==> config.mk <==
export PLATFORM = sky130hd
export DESIGN_NAME = oram_arbiter
export DESIGN_NICKNAME = d
export VERILOG_FILES = /design/src/rtl/oram_arbiter.sv
export SDC_FILE = /design/constraint.sdc
export NUM_CORES = 1
export LEC_CHECK = 0
export CAP_MARGIN = 20
export CORE_UTILIZATION = 42
export DETAILED_ROUTE_END_ITERATION = 10
export GPL_ROUTABILITY_DRIVEN = 0
export GPL_TIMING_DRIVEN = 1
export PLACE_DENSITY_LB_ADDON = 0.15
export SLEW_MARGIN = 10
export SYNTH_ARGS = -nofsm -noshare
export SYNTH_HDL_FRONTEND = slang
export SYNTH_SLANG_ARGS = --single-unit
==> constraint.sdc <==
create_clock -name clock -period 2.09 [get_ports clock]
set_input_delay 0.209 -clock clock [delete_from_list [all_inputs] [get_ports clock]]
set_output_delay 0.209 -clock clock [all_outputs]
set_load 0.02 [all_outputs]
==> src/rtl/oram_arbiter.sv <==
// oram_arbiter: round-robin two-port Avalon-MM front end for the ORAM driver.
// One access in flight at a time; a watchdog forces completion if oram_done never comes.
module oram_arbiter #(
    parameter int ADDRESS_WIDTH  = 4,
    parameter int BYTE_WIDTH     = 8,
    parameter int BYTES_PER_WORD = 4,
    parameter int TIMEOUT_CYCLES = 1024
) (
    input  logic                                 clock,
    input  logic                                 reset,
    input  logic [ADDRESS_WIDTH-1:0]             avs_p0_address,
    input  logic                                 avs_p0_read,
    input  logic                                 avs_p0_write,
    input  logic [BYTES_PER_WORD-1:0]            avs_p0_byteenable,
    input  logic [BYTE_WIDTH*BYTES_PER_WORD-1:0] avs_p0_writedata,
    output logic [BYTE_WIDTH*BYTES_PER_WORD-1:0] avs_p0_readdata,
    output logic                                 avs_p0_waitrequest,
    input  logic [ADDRESS_WIDTH-1:0]             avs_p1_address,
    input  logic                                 avs_p1_read,
    input  logic                                 avs_p1_write,
    input  logic [BYTES_PER_WORD-1:0]            avs_p1_byteenable,
    input  logic [BYTE_WIDTH*BYTES_PER_WORD-1:0] avs_p1_writedata,
    output logic [BYTE_WIDTH*BYTES_PER_WORD-1:0] avs_p1_readdata,
    output logic                                 avs_p1_waitrequest,
    output logic [ADDRESS_WIDTH-1:0]             oram_address,
    output logic [BYTES_PER_WORD-1:0]            oram_byteenable,
    output logic [BYTE_WIDTH*BYTES_PER_WORD-1:0] oram_writedata,
    output logic                                 oram_read,
    output logic                                 oram_write,
    input  logic [BYTE_WIDTH*BYTES_PER_WORD-1:0] oram_readdata,
    input  logic                                 oram_done,
    output logic                                 busy,
    output logic                                 timeout_err
);

    localparam int CW = $clog2(TIMEOUT_CYCLES);
    localparam logic [CW-1:0] CNT_LAST = CW'(TIMEOUT_CYCLES - 1);

    localparam logic [1:0] IDLE  = 2'd0;
    localparam logic [1:0] ISSUE = 2'd1;
    localparam logic [1:0] WAIT  = 2'd2;
    localparam logic [1:0] RESP  = 2'd3;

    logic [1:0]    state;
    logic          grant;
    logic          last_grant;
    logic          rw;
    logic [CW-1:0] cnt;

    logic req0;
    logic req1;
    logic pick;
    logic pick_wr;

    always_comb begin
        req0    = avs_p0_read | avs_p0_write;
        req1    = avs_p1_read | avs_p1_write;
        pick    = (req0 & req1) ? ~last_grant : req1;
        pick_wr = pick ? avs_p1_write : avs_p0_write;
    end

    assign oram_read          = (state == ISSUE) & ~rw;
    assign oram_write         = (state == ISSUE) & rw;
    assign busy               = (state != IDLE);
    assign avs_p0_waitrequest = ~((state == RESP) & ~grant);
    assign avs_p1_waitrequest = ~((state == RESP) & grant);

    always_ff @(posedge clock or negedge reset) begin
        if (!reset) begin
            state           <= IDLE;
            grant           <= 1'b0;
            last_grant      <= 1'b1;
            rw              <= 1'b0;
            cnt             <= '0;
            oram_address    <= '0;
            oram_byteenable <= '0;
            oram_writedata  <= '0;
            avs_p0_readdata <= '0;
            avs_p1_readdata <= '0;
            timeout_err     <= 1'b0;
        end else begin
            unique case (state)
                IDLE: begin
                    if (req0 | req1) begin
                        grant           <= pick;
                        rw              <= pick_wr;
                        oram_address    <= pick ? avs_p1_address : avs_p0_address;
                        oram_byteenable <= pick ? avs_p1_byteenable : avs_p0_byteenable;
                        oram_writedata  <= pick ? avs_p1_writedata : avs_p0_writedata;
                        state           <= ISSUE;
                    end
                end
                ISSUE: begin
                    cnt   <= '0;
                    state <= WAIT;
                end
                WAIT: begin
                    // A completion on the final watchdog cycle still counts as success.
                    if (oram_done) begin
                        if (grant) avs_p1_readdata <= oram_readdata;
                        else       avs_p0_readdata <= oram_readdata;
                        state <= RESP;
                    end else if (cnt == CNT_LAST) begin
                        timeout_err <= 1'b1;
                        if (grant) avs_p1_readdata <= '0;
                        else       avs_p0_readdata <= '0;
                        state <= RESP;
                    end else begin
                        cnt <= cnt + 1'b1;
                    end
                end
                RESP: begin
                    last_grant <= grant;
                    state      <= IDLE;
                end
                default: state <= IDLE;
            endcase
        end
    end

endmodule

==> impl_metrics.py <==
metrics = {
    "run_status": {
        "status": "finished, final reports clean",
    },
    "cts": {
        "postCtsSetupBuffers": 0,
        "clkSlewWorstSetupHoldPaths_ns": 0.05,
        "clock_latency_ns": 0.41,
        "cts_buffers": 17,
        "cts_buffer_depth": 2,
        "cts_sinks": 120,
        "root_buffer": "clkbuf_16",
        "h-tree-depth": 4,
        "cts_tree": "yes",
    },
    "yosys": {
        "yosysSeqAreaShare": 0.586,
        "synth-xor-area-share": 0.00171,
        "synth.area.mux_share": 0.0862,
        "synth_edf_count": 0,
        "synthCells": 419,
        "synthesis.area_mm2": 0.00513,
        "synth_ff_type": "dfrtp_1",
        "synthAdderAreaFrac": 0.0146,
        "synth_top_family_by_area": "compound AO/OA/AOI/OAI gates",
        "synth-seq-cells": 120,
        "synth_warnings": 0,
        "synthArstFlopShare": 1.00,
        "syn_nets": 544,
        "synth_compound_area_frac": 0.185,
        "yosys.cell_types.count": 45,
        "synthSimpleGateAreaFrac": 0.0849,
        "syn_area_per_cell_um2": 12.2,
    },
    "placement": {
        "port_buffers": 228,
        "hpwl_mm": 10.0,
    },
    "sta": {
        "setup_viol_count_final": 0,
        "timing.final.crit_share": 0.947,
        "max_slew_margin": 0.645,
        "rsz0062_at_grt": "no",
        "final-hold-violation-count": 0,
        "fmax_mhz": 505,
        "tns_ns": 0,
        "skew_ns": 0.00555,
        "slew_violations": 0,
        "fin_hold_ws_ns": 0.276,
        "period_needed_ns": 1.98,
        "worst_pin_slew_ns": 0.530,
    },
    "routing": {
        "first_pass_iters": 4,
        "met3_length_mm": 1.23,
        "top_layer_used": "met4",
        "dr_wl_met2_mm": 6.76,
        "vias_per_cell": 5.28,
        "wire_per_inst_um": 17.4,
        "drt_iter0_drc": 256,
        "via_count": 4271,
        "drc": 0,
        "wl_met1_mm": 5.70,
        "drt_wl_total_mm": 14.0,
        "ant_nets": 0,
    },
    "global_route": {
        "grt_max_degree": 63,
        "grt_overflow": 0,
        "antenna_found_initial": 0,
        "grt_pass1_wl_mm": 22.1,
        "grt_usage": 0.230,
        "grt_pass1_vias": 4336,
    },
    "critical_path": {
        "worstSetupStartpoint": "state[1]$_DFFE_PN0P_",
        "crit_path_max_fanout": 6,
        "startpoint_type": "register",
        "rr_endpoint": "avs_p0_readdata[9]$_DFFE_PN0P_",
        "reg2reg_depth": 6,
        "worstSetupPathType": "reg -> out",
        "crit_arrival_ns": 1.77,
        "r2r_slack_ns": 0.19,
        "endpoint_kind": "primary output",
        "path_cells": "inv_1 -> ha_1 -> nor2b_1 -> dlygate4sd2_1",
        "r2r_start": "state[0]$_DFFE_PN0P_",
        "critPathRequiredTime_ns": 1.88,
        "slowest_stage": "dfrtp_1",
        "cpPeakStageDelay_ns": 0.41,
    },
    "floorplan": {
        "row_count": 39,
        "fp.dieH_um": 112,
        "initial_core_util": 0.440,
        "io_pins": 229,
        "fp.dieArea_mm2": 0.0127,
        "core_mm2": 0.0117,
        "die_x_um": 112,
    },
    "final_layout": {
        "regArea_mm2": 0.00300,
        "area_growth_pct": 60.9,
        "diodes": 0,
        "multiInputGateArea_mm2": 0.00194,
        "layout_common_cells": "224 x clkdlybuf4s50_1, 119 x dfrtp_1, 62 x a22o_1, 53 x nand2_1, 45 x o21ai_0",
        "mostFrequentLayoutCell": "clkdlybuf4s50_1",
        "num-fill-cells": 814,
        "drive_above_1_share": 0.0976,
        "fin_nets": 778,
    },
    "power": {
        "peakVddDrop_v": 0.000715,
        "p_leak_uw": 0.00370,
        "p_per_area_mw_per_mm2": 1570,
    },
    "job": {
        "drv_cap": 0,
    },
    "min_path": {
        "holdCritPathClass": "in -> async",
    },
}
==> per-stage QoR <==
stage	cell area, µm²	std cells	power [µW]	worst slack (ns)	utilization
CTS	8230	808	13100	0.0386	0.706
finish	8250	809	13000	0.110	0.707
global route	8250	809	13700	0.0375	0.707
floorplan	5130	419	7020	0.415	-
detailed placement	7570	775	9850	0.0492	0.649
global placement	7570	775	9720	0.0942	0.649
==> logic make-up after synthesis <==
logic type	count (synthesis)
muxes	44
DFF	120
buffers and inverters	34
AOI/OAI and AO/OA	129
adders and majority gates	6
and+or+nand+nor	85
xor gates and xnor gates	1
==> critical path: cells and delay by family, from the launching register on <==
family,cells,cell delay (ns)
AND/OR/NAND/NOR,1,0.18
buffers and inverters,2,0.48
flip-flops,1,0.41
adder cells (fa/ha/maj),1,0.29
==> state kept, by name, summed over array words and instances, names as in the netlist <==
signal and count:
rw 1, avs_p1_readdata 32, cnt 10, oram_address 4, avs_p0_readdata 32, timeout_err 1, oram_byteenable 4, state 2
last_grant 1, oram_writedata 32, grant 1
==> power by group <==
group / leakage (µW) / total [µW] / internal (µW) / switching, µW
Clock: 0.000301 / 3140 / 2120 / 1010
Combinational: 0.00190 / 5830 / 2890 / 2950
Sequential: 0.00151 / 4000 / 3360 / 636
==> routing by layer <==
metal	vias up	GRT usage
met3	25	0.0864
met1	2036	0.268
met2	208	0.373
met4	0	0.113
met5	-	0
li1	2002	-
==> worst max-delay path by stage <==
stage                                            to  slack (ns)  cells after the start
finish                                    oram_read        0.11                      4
global route                              oram_read        0.04                      4
CTS                 avs_p0_readdata[30]$_DFFE_PN0P_        0.04                      5
detailed placement  avs_p0_readdata[30]$_DFFE_PN0P_        0.05                      5
global placement    avs_p0_readdata[30]$_DFFE_PN0P_        0.09                      5
floorplan                        cnt[7]$_DFFE_PN0P_        0.42                      6
==> layout make-up <==
class                   instances  area share
clock buffers                  22      0.0587
multi-input cells             266       0.236
repair buffers                243       0.297
flip-flops and latches        120       0.364
clock inverters                10      0.0202
well taps                     143      0.0217
inverters                       5     0.00228
==> what timing repair did <==
action,CTS,global route
gates resized for setup,3,2
cloned,0,1
pin swaps,0,0
endpoints found under the setup margin,3,57
hold buffers,1,0
endpoints found under the hold margin,27,0
==> cell usage after synthesis (2+ instances only) <==
cell type | n | area share
a21oi_1 | 4 | 0.0039
a22o_1 | 62 | 0.11
a22o_2 | 2 | 0.0039
and2_1 | 3 | 0.0037
and3_1 | 3 | 0.0037
and4_4 | 2 | 0.0044
buf_2 | 13 | 0.013
buf_4 | 4 | 0.0059
buf_6 | 7 | 0.015
clkbuf_1 | 5 | 0.0037
dfrtp_1 | 119 | 0.58
ha_1 | 6 | 0.015
inv_1 | 5 | 0.0037
mux2i_1 | 43 | 0.084
nand2_1 | 53 | 0.039
nand2b_1 | 3 | 0.0037
nand3_1 | 4 | 0.0039
nor2_1 | 2 | 0.0015
nor2b_1 | 5 | 0.0061
nor3_1 | 2 | 0.0020
o211ai_1 | 2 | 0.0029
o21ai_0 | 45 | 0.044
o21ai_1 | 3 | 0.0029
(Power assumes the default switching activity.)
